===== config.mk =====
export PLATFORM = sky130hd
export DESIGN_NAME = div_unit
export DESIGN_NICKNAME = d
export VERILOG_FILES = /design/src/rtl/defines.sv /design/src/rtl/div_unit.sv
export SDC_FILE = /design/constraint.sdc
export NUM_CORES = 1
export LEC_CHECK = 0
export ABC_AREA = 1
export CAP_MARGIN = 20
export CORE_ASPECT_RATIO = 1.2
export CORE_MARGIN = 5
export CORE_UTILIZATION = 40
export CTS_BUF_LIST = sky130_fd_sc_hd__clkbuf_4 sky130_fd_sc_hd__clkbuf_8
export CTS_CLUSTER_DIAMETER = 150
export DETAILED_ROUTE_END_ITERATION = 6
export SLEW_MARGIN = 0
export SYNTH_ARGS = -nofsm -noshare
export SYNTH_HDL_FRONTEND = slang
export SYNTH_SLANG_ARGS = --single-unit

===== constraint.sdc =====
create_clock -name clk -period 6.25 [get_ports clk]
set_input_delay 1.25 -clock clk [delete_from_list [all_inputs] [get_ports clk]]
set_output_delay 1.25 -clock clk [all_outputs]
set_load 0.03 [all_outputs]

===== src/rtl/defines.sv =====
// ----------------------------------------------------------------------------
// defines
//   Shared type and width definitions for the execution units.
//   DATA_WIDTH    : native datapath width in bits.
//   alu_control_e : ALU operation select.
//   div_op_e      : divider operation select (signed/unsigned, quotient/remainder).
// ----------------------------------------------------------------------------
package defines;

   localparam int DATA_WIDTH = 32;

   typedef enum logic [3:0] {
      ALU_ADD  = 4'd0,
      ALU_SUB  = 4'd1,
      ALU_AND  = 4'd2,
      ALU_OR   = 4'd3,
      ALU_XOR  = 4'd4,
      ALU_SLL  = 4'd5,
      ALU_SRL  = 4'd6,
      ALU_SRA  = 4'd7,
      ALU_SLT  = 4'd8,
      ALU_SLTU = 4'd9
   } alu_control_e;

   typedef enum logic [1:0] {
      DIV_DIV  = 2'd0,
      DIV_DIVU = 2'd1,
      DIV_REM  = 2'd2,
      DIV_REMU = 2'd3
   } div_op_e;

endpackage


===== src/rtl/div_unit.sv =====
// ----------------------------------------------------------------------------
// div_unit
//   Iterative restoring divider, one quotient bit per cycle, RISC-V semantics.
//   Ports:
//     clk        : system clock, rising edge
//     rst        : synchronous active-high reset
//     start_i    : request a division (accepted only when idle)
//     DivOp_i    : DIV_DIV / DIV_DIVU / DIV_REM / DIV_REMU
//     operand1_i : dividend
//     operand2_i : divisor
//     result_o   : quotient or remainder, held until the next completion
//     busy_o     : high while a request is in flight (including DONE cycle)
//     done_o     : one-cycle pulse, result_o valid
// ----------------------------------------------------------------------------
import defines::*;

module div_unit #(
   parameter int WIDTH = DATA_WIDTH
) (
   input  logic             clk,
   input  logic             rst,
   input  logic             start_i,
   input  div_op_e          DivOp_i,
   input  logic [WIDTH-1:0] operand1_i,
   input  logic [WIDTH-1:0] operand2_i,
   output logic [WIDTH-1:0] result_o,
   output logic             busy_o,
   output logic             done_o
);

   localparam int CNT_W = $clog2(WIDTH) + 1;

   typedef enum logic [1:0] {
      S_IDLE = 2'd0,
      S_CALC = 2'd1,
      S_DONE = 2'd2
   } state_e;

   state_e             r_state;
   logic [CNT_W-1:0]   r_cnt;
   logic [WIDTH-1:0]   r_result;
   logic               r_busy;
   logic               r_done;

   // In-flight operation context, captured on acceptance
   logic               r_is_rem;
   logic               r_neg_q;
   logic               r_neg_r;
   logic [WIDTH-1:0]   r_divisor;
   logic [WIDTH-1:0]   r_quot;   // shifts dividend bits out, quotient bits in
   logic [WIDTH-1:0]   r_rem;

   // Request decode, sign handling and special cases
   logic               w_signed;
   logic               w_is_rem;
   logic               w_a_neg;
   logic               w_b_neg;
   logic [WIDTH-1:0]   w_a_mag;
   logic [WIDTH-1:0]   w_b_mag;
   logic               w_div_zero;
   logic               w_ovf;
   logic [WIDTH-1:0]   w_special;

   always_comb begin
      w_signed   = (DivOp_i == DIV_DIV) || (DivOp_i == DIV_REM);
      w_is_rem   = (DivOp_i == DIV_REM) || (DivOp_i == DIV_REMU);
      w_a_neg    = w_signed && operand1_i[WIDTH-1];
      w_b_neg    = w_signed && operand2_i[WIDTH-1];
      w_a_mag    = w_a_neg ? (~operand1_i + 1'b1) : operand1_i;
      w_b_mag    = w_b_neg ? (~operand2_i + 1'b1) : operand2_i;
      w_div_zero = (operand2_i == '0);
      // Most-negative / -1 is the only signed quotient that does not fit
      w_ovf      = w_signed && (operand1_i == {1'b1, {(WIDTH-1){1'b0}}})
                   && (operand2_i == '1);
      w_special  = '0;
      if (w_div_zero) begin
         w_special = w_is_rem ? operand1_i : '1;
      end else if (w_ovf) begin
         w_special = w_is_rem ? '0 : operand1_i;
      end
   end

   // One restoring step: shift in the next dividend bit, trial-subtract
   logic [WIDTH:0]     w_rem_shift;
   logic [WIDTH:0]     w_diff;
   logic               w_fits;
   logic [WIDTH-1:0]   w_rem_next;
   logic [WIDTH-1:0]   w_quot_next;
   logic [WIDTH-1:0]   w_final;

   always_comb begin
      w_rem_shift = {r_rem, r_quot[WIDTH-1]};
      w_diff      = w_rem_shift - {1'b0, r_divisor};
      w_fits      = ~w_diff[WIDTH];
      // A restored partial remainder is always below the divisor, so W bits suffice
      w_rem_next  = w_fits ? w_diff[WIDTH-1:0] : w_rem_shift[WIDTH-1:0];
      w_quot_next = {r_quot[WIDTH-2:0], w_fits};
      if (r_is_rem) begin
         w_final = r_neg_r ? (~w_rem_next + 1'b1) : w_rem_next;
      end else begin
         w_final = r_neg_q ? (~w_quot_next + 1'b1) : w_quot_next;
      end
   end

   always_ff @(posedge clk) begin
      if (rst) begin
         r_state  <= S_IDLE;
         r_cnt    <= '0;
         r_result <= '0;
         r_busy   <= 1'b0;
         r_done   <= 1'b0;
      end else begin
         case (r_state)
            S_IDLE: begin
               r_done <= 1'b0;
               if (start_i) begin
                  r_busy    <= 1'b1;
                  r_is_rem  <= w_is_rem;
                  r_neg_q   <= w_a_neg ^ w_b_neg;
                  r_neg_r   <= w_a_neg;
                  r_divisor <= w_b_mag;
                  r_quot    <= w_a_mag;
                  r_rem     <= '0;
                  r_cnt     <= '0;
                  if (w_div_zero || w_ovf) begin
                     r_result <= w_special;
                     r_done   <= 1'b1;
                     r_state  <= S_DONE;
                  end else begin
                     r_state  <= S_CALC;
                  end
               end
            end
            S_CALC: begin
               r_quot <= w_quot_next;
               r_rem  <= w_rem_next;
               r_cnt  <= r_cnt + 1'b1;
               if (r_cnt == CNT_W'(WIDTH - 1)) begin
                  r_result <= w_final;
                  r_done   <= 1'b1;
                  r_cnt    <= '0;
                  r_state  <= S_DONE;
               end
            end
            S_DONE: begin
               r_done  <= 1'b0;
               r_busy  <= 1'b0;
               r_state <= S_IDLE;
            end
            default: begin
               r_done  <= 1'b0;
               r_busy  <= 1'b0;
               r_state <= S_IDLE;
            end
         endcase
      end
   end

   assign result_o = r_result;
   assign busy_o   = r_busy;
   assign done_o   = r_done;

endmodule


==> run summary, run 1 <==
==================================================================================================
Status .............................................................................. finished, final reports clean
Leading register cell type out of synthesis ......................................... sky130_fd_sc_hd__edfxtp_1
Peak supply drop ....................................................................     0.192 mV
Final HPWL from detailed placement ..................................................     30900 µm
Endpoints failing hold ..............................................................            0
Sink Count ..........................................................................          141
Vias post-DR ........................................................................        12300
Proportion of layout cells with a drive suffix above 1 ..............................        7.26%
Port Buf Inserts ....................................................................          102
Crit share post-route ...............................................................        74.5%
Top cell type by total area after synthesis ......................................... sky130_fd_sc_hd__edfxtp_1
Initial DRC count ...................................................................         1023
Post-synth EDFFs ....................................................................           99
Number of iterations in the first detailed-routing pass .............................            5
Pin count of the biggest net entering global routing ................................           95
Worst clock skew on the final layout ................................................      13.2 ps
Clock transition time at the flip-flop clock pins of the worst setup and hold paths .        80 ps
Count of pins on the block boundary .................................................          103
Slowest Stage Delay on Critical Path ................................................       410 ps
Count of mapped cells out of synthesis ..............................................         1899
Most common cell in the netlist ..................................................... sky130_fd_sc_hd__nand2_1
Category of the worst setup path launch point .......................................         flop
Worst R2R Setup Slack ...............................................................      1590 ps
Final Core Density ..................................................................        46.4%
Type of the worst min-delay path ....................................................      reg2reg
Via count of the first global-routing pass ..........................................        11700
Sequential area share after synthesis ...............................................        30.7%
Residual DRC count ..................................................................            0
Number of warnings printed during yosys synthesis ...................................            0
Most prevalent standard cell on the critical path ................................... sky130_fd_sc_hd__nand2_1
Unrepaired setup endpoints after global routing .....................................        false
Number of distinct library cells after synthesis ....................................           56
Post-synthesis area per instance ....................................................     6.54 µm²
Final weighted congestion of routability-driven global placement ....................        0.928
Required time of the critical path ..................................................      6620 ps
Setup slack of the critical path after layout .......................................      1590 ps
Placeable core region ...............................................................    30600 µm²
Leading cell types by total area after synthesis .................................... sky130_fd_sc_hd__edfxtp_1 (24%), sky130_fd_sc_hd__nand2_1 (15%), sky130_fd_sc_hd__inv_1 (7.5%)
Number of instances resized during post-cts repair ..................................            0
Die X ...............................................................................       171 µm
Max clock buf depth .................................................................            2
Setup TNS ...........................................................................         0 ps
Power density over the cells ........................................................   368 nW/µm²
Maximum fanout along the worst path .................................................           46
Initial antenna violation count .....................................................            0
Count of antenna-violating nets left after detailed routing .........................            0
Final critical path time including I/O delays and setup .............................      4660 ps
Antenna diodes ......................................................................            0
Post-synthesis cell area ............................................................    12400 µm²
Critical path start-end classification ..............................................      reg2reg
Routed wire length ..................................................................     38600 µm
Aggregate global-route resource usage ...............................................        22.1%
Worst Max-Slew Pin Slew .............................................................      1060 ps
Drt via density .....................................................................         5.18
Post-DR wirelength/cell .............................................................      16.2 µm
Total leakage power .................................................................      6.30 nW
Total count of max-transition violations in the final report ........................            0
Top cell type's share of synthesized area ...........................................        23.9%
P&R area growth vs syn ..............................................................        14.0%
Synthesis-stage register bit count ..................................................          141
Height of the chip ..................................................................       203 µm
Data arrival time at the worst-slack endpoint .......................................      5020 ps
Total CTS buffers ...................................................................           17
Die area ............................................................................    34700 µm²
Async SR Flop Fraction ..............................................................           0%
Headroom to the max-slew limit ......................................................        29.5%
Fmax ................................................................................      215 MHz
# rows ..............................................................................           70
Cell with the largest stage delay on the worst path ................................. sky130_fd_sc_hd__edfxtp_1
Clk root buf ........................................................................ sky130_fd_sc_hd__clkbuf_8
H-Tree Level Count ..................................................................            4
Later-pin clock latency in the skew report ..........................................       480 ps
Setup crit end kind .................................................................         flop
TritonCTS clock tree ................................................................        built
Synth top cells by count ............................................................ sky130_fd_sc_hd__nand2_1 (507), sky130_fd_sc_hd__inv_1 (249), sky130_fd_sc_hd__nor2_1 (216)
Net count, final ....................................................................         2079
Syn_nets ............................................................................         2007
Max-cap violations ..................................................................            0
Initial Utilization .................................................................        40.6%
Wire length of the first global-routing pass ........................................     61400 µm
Number of setup buffers added after CTS .............................................            0
Top Family by Delay on Critical Path ................................................ simple AND/OR/NAND/NOR gates
Worst Setup Slack post-DPL ..........................................................      1380 ps
Remaining global-route overflow .....................................................            0
Setup-violating endpoint count in the final report ..................................            0
Buffers plus inverters on the worst setup path ......................................            5
Cts-stage hold buffer count .........................................................            0
==================================================================================================
## logic make-up after synthesis
group / synth area share [%]
AO/OA/AOI/OAI: 13.2
XOR/XNOR: 5.43
AND/OR/NAND/NOR: 36.4
flip-flops: 30.7
adder cells (fa/ha/maj): 3.99
buffers and inverters: 10.3
## final cells by class
type	count	area, µm²
sequential	141	3810
clock inverter	13	165
tap	396	495
clock buffer	19	255
timing repair buffer	113	1100
inverter	260	976
multi-input combinational	1438	7360
fill	3219	16400
## routing by layer
metal | vias to the layer above | share of wire [%] | GRT usage [%]
met5 | - | 0 | 0
met4 | 0 | 3.0 | 7.36
met3 | 46 | 4.8 | 2.80
met2 | 344 | 47 | 36.7
met1 | 5628 | 46 | 29.8
li1 | 6320 | - | -
## tightest hold or removal path, stage by stage, from the launching register on
cell and delay, ps:
sky130_fd_sc_hd__dfxtp_1 330, sky130_fd_sc_hd__nand2_1 70, sky130_fd_sc_hd__a21oi_1 50
## power by group
group	internal (W)	switching [W]	total, W
combinational	0.000923	0.00203	0.00296
clock	0.000410	0.000387	0.000797
sequential	0.00128	0.000170	0.00145
total	0.00262	0.00259	0.00521
## worst paths after layout
| check | startpoint | cells after the start | endpoint |
|---|---|---|---|
| setup reg to reg | r_quot[31] | 31 | result_o[26] |
| hold / removal | done_o | 2 | done_o |
| setup / recovery | r_quot[31] | 31 | result_o[26] |
| hold reg to reg | done_o | 2 | done_o |
## flip-flops by register name, indices dropped and copies added, names as in the netlist
register and count:
r_cnt 6, r_divisor 32, r_neg_q 1, r_rem 32, r_state 2, done_o 1
r_is_rem 1, result_o 32, r_quot 32, r_neg_r 1, busy_o 1
## cells in the final DEF (no fill, tap or decap), types with 12 or more instances in the layout
cell type                         instances
sky130_fd_sc_hd__nor2_2                  12
sky130_fd_sc_hd__nand2_2                 38
sky130_fd_sc_hd__a21oi_1                 83
sky130_fd_sc_hd__clkbuf_8                18
sky130_fd_sc_hd__edfxtp_1                99
sky130_fd_sc_hd__nor3_1                  32
sky130_fd_sc_hd__ha_1                    38
sky130_fd_sc_hd__xor2_1                  55
sky130_fd_sc_hd__xnor2_1                 22
sky130_fd_sc_hd__inv_1                  249
sky130_fd_sc_hd__o21ai_0                140
sky130_fd_sc_hd__nor2_1                 214
sky130_fd_sc_hd__clkdlybuf4s50_1        102
sky130_fd_sc_hd__nand2_1                507
sky130_fd_sc_hd__a31oi_1                 15
sky130_fd_sc_hd__nand4_1                 24
sky130_fd_sc_hd__o21ai_1                 23
sky130_fd_sc_hd__dfxtp_1                 42
sky130_fd_sc_hd__nand3_1                140
## metrics by stage
step                      power [W]  cell area (µm²)  std cells  hold WS [ps]
after global routing        0.00565            14200       2380           510
after global placement      0.00437            13700       2348           473
after detailed placement    0.00439            13700       2348           480
after floorplan             0.00358            12400       1899           461
after CTS                   0.00520            14200       2380           496
final                       0.00521            14200       2380           495
Note: power is estimated with default switching activity, not from simulation.
==> run 2, diff against run 1 <==
==> constraint.sdc (replaced) <==
create_clock -name clk -period 3.9 [get_ports clk]
set_input_delay 0.78 -clock clk [delete_from_list [all_inputs] [get_ports clk]]
set_output_delay 0.78 -clock clk [all_outputs]
set_load 0.03 [all_outputs]
==> run summary, run 2 (synthesis gave the netlist of run 1 again) <==
==================================================================================================
Category of the worst setup path launch point .......................................         flop
Worst clock skew on the final layout ................................................      16.7 ps
Proportion of layout cells with a drive suffix above 1 ..............................        12.6%
Critical path start-end classification ..............................................      reg2reg
Vias post-DR ........................................................................        12600
Antenna diodes ......................................................................            0
Setup slack of the critical path after layout .......................................       227 ps
Peak supply drop ....................................................................     0.310 mV
Max-cap violations ..................................................................            0
Placed cell areas ...................................................................    14300 µm²
Worst Setup Slack post-DPL ..........................................................      -319 ps
Status .............................................................................. finished, final reports clean
Final critical path time including I/O delays and setup .............................      3670 ps
Setup crit end kind .................................................................         flop
Maximum fanout along the worst path .................................................           13
Crit share post-route ...............................................................        94.2%
P&R area growth vs syn ..............................................................        21.3%
Height of the chip ..................................................................       203 µm
Cell with the largest stage delay on the worst path ................................. sky130_fd_sc_hd__edfxtp_1
Port Buf Inserts ....................................................................          102
Aggregate global-route resource usage ...............................................        22.4%
Count of antenna-violating nets left after detailed routing .........................            0
H-Tree Level Count ..................................................................            4
Final instance count without filler cells ...........................................         2465
Total CTS buffers ...................................................................           17
Commonest non-fill, non-tap cell in the layout ...................................... sky130_fd_sc_hd__nand2_1
Net count, final ....................................................................         2164
Most prevalent standard cell on the critical path ................................... sky130_fd_sc_hd__nand2_1
Placed insts ........................................................................         2418
# rows ..............................................................................           70
Max clock buf depth .................................................................            2
Wire length of the first global-routing pass ........................................     61700 µm
Headroom to the max-slew limit ......................................................        34.3%
Post-DR wirelength/cell .............................................................      16.0 µm
Final design instance area without fill .............................................    15100 µm²
Initial Utilization .................................................................        40.6%
Placeable core region ...............................................................    30600 µm²
Final HPWL from detailed placement ..................................................     31600 µm
Number of iterations in the first detailed-routing pass .............................            5
Remaining global-route overflow .....................................................            0
Setup-violating endpoint count in the final report ..................................            0
Clock transition time at the flip-flop clock pins of the worst setup and hold paths .        80 ps
Total count of max-transition violations in the final report ........................            0
Worst Max-Slew Pin Slew .............................................................       984 ps
Top Family by Delay on Critical Path ................................................ simple AND/OR/NAND/NOR gates
Clk root buf ........................................................................ sky130_fd_sc_hd__clkbuf_8
Fmax ................................................................................      272 MHz
Initial DRC count ...................................................................          963
Die X ...............................................................................       171 µm
Count of pins on the block boundary .................................................          103
Residual DRC count ..................................................................            0
Initial antenna violation count .....................................................            0
Data arrival time at the worst-slack endpoint .......................................      4070 ps
Sink Count ..........................................................................          141
Unrepaired setup endpoints after global routing .....................................         true
TritonCTS clock tree ................................................................        built
Cts-stage hold buffer count .........................................................            0
Final weighted congestion of routability-driven global placement ....................        0.932
Die area ............................................................................    34700 µm²
Endpoints failing hold ..............................................................            0
Via count of the first global-routing pass ..........................................        11800
Required time of the critical path ..................................................      4290 ps
Total leakage power .................................................................      6.76 nW
Slowest Stage Delay on Critical Path ................................................       380 ps
Top library cells by usage in the layout, fill and taps aside ....................... sky130_fd_sc_hd__nand2_1 (504), sky130_fd_sc_hd__inv_1 (246), sky130_fd_sc_hd__nor2_1 (212)
Buffers plus inverters on the worst setup path ......................................            3
Later-pin clock latency in the skew report ..........................................       460 ps
Type of the worst min-delay path ....................................................      reg2reg
Drt via density .....................................................................         5.13
Routed wire length ..................................................................     39400 µm
Critical path, cell by cell ......................................................... inv_1 > ha_2 > a21oi_2 > nand2_2 > nand2_2 > nand2_2 > a21oi_4 > buf_4 > nand2_4 > buf_4 > nand2_4 > nand2_8 > o21ai_4 > ha_4 > nand2_1 > nor2_1 > nand2_1 > nor2_2 > nand3_1 > nand3_1 > nand3_1 > nand2_1 > nand2_1 > a21oi_2
Power density over the cells ........................................................   586 nW/µm²
Pin count of the biggest net entering global routing ................................           94
==================================================================================================
==> run 2: repair_timing <==
item / 4_1_cts / 5_1_grt
resized for setup: 9 / 36
setup buffers: 6 / 9
gates cloned: 0 / 0
pin swaps: 7 / 15
setup endpoints to repair: 2 / 19
==> run 2: worst paths after layout <==
| path | startpoint | endpoint | slack, ps | cells past startpoint |
|---|---|---|---|---|
| setup / recovery | r_divisor[19] | result_o[28] | 230 | 24 |
| hold / removal | busy_o | busy_o | 490 | 1 |
| setup reg to reg | r_divisor[19] | result_o[28] | 230 | 24 |
| hold reg to reg | busy_o | busy_o | 490 | 1 |
==> run 2: metal layers <==
metal | vias up | wire (µm) | track usage, %
met5 | - | 0 | 0
met4 | 0 | 1390 | 8.52
met3 | 53 | 2020 | 2.80
met2 | 354 | 18200 | 36.2
met1 | 5743 | 17800 | 30.5
li1 | 6488 | - | -
==> run 2: power by group <==
| part | switching, W | internal, W |
|---|---|---|
| registers | 0.000293 | 0.00206 |
| logic | 0.00338 | 0.00189 |
| clock network | 0.000590 | 0.000625 |
==> run 2: final cells by class <==
type                    instances  area (µm²)
inverters                     260         980
clock buffers                  22         284
fillers                      3166       15500
multi-input cells            1438        7570
well taps                     396         495
flip-flops and latches        141        3810
repair buffers                198        1810
clock inverters                10         114
==> run 2: through the flow <==
step	hold WS [ps]	total power, W	util [%]	setup TNS (ps)
floorplan	461	0.00574	-	0
finish	493	0.00883	49.3	0
global route	505	0.00956	49.3	-231
CTS	483	0.00870	48.5	0
global placement	456	0.00738	46.9	-370
detailed placement	471	0.00740	46.9	-390
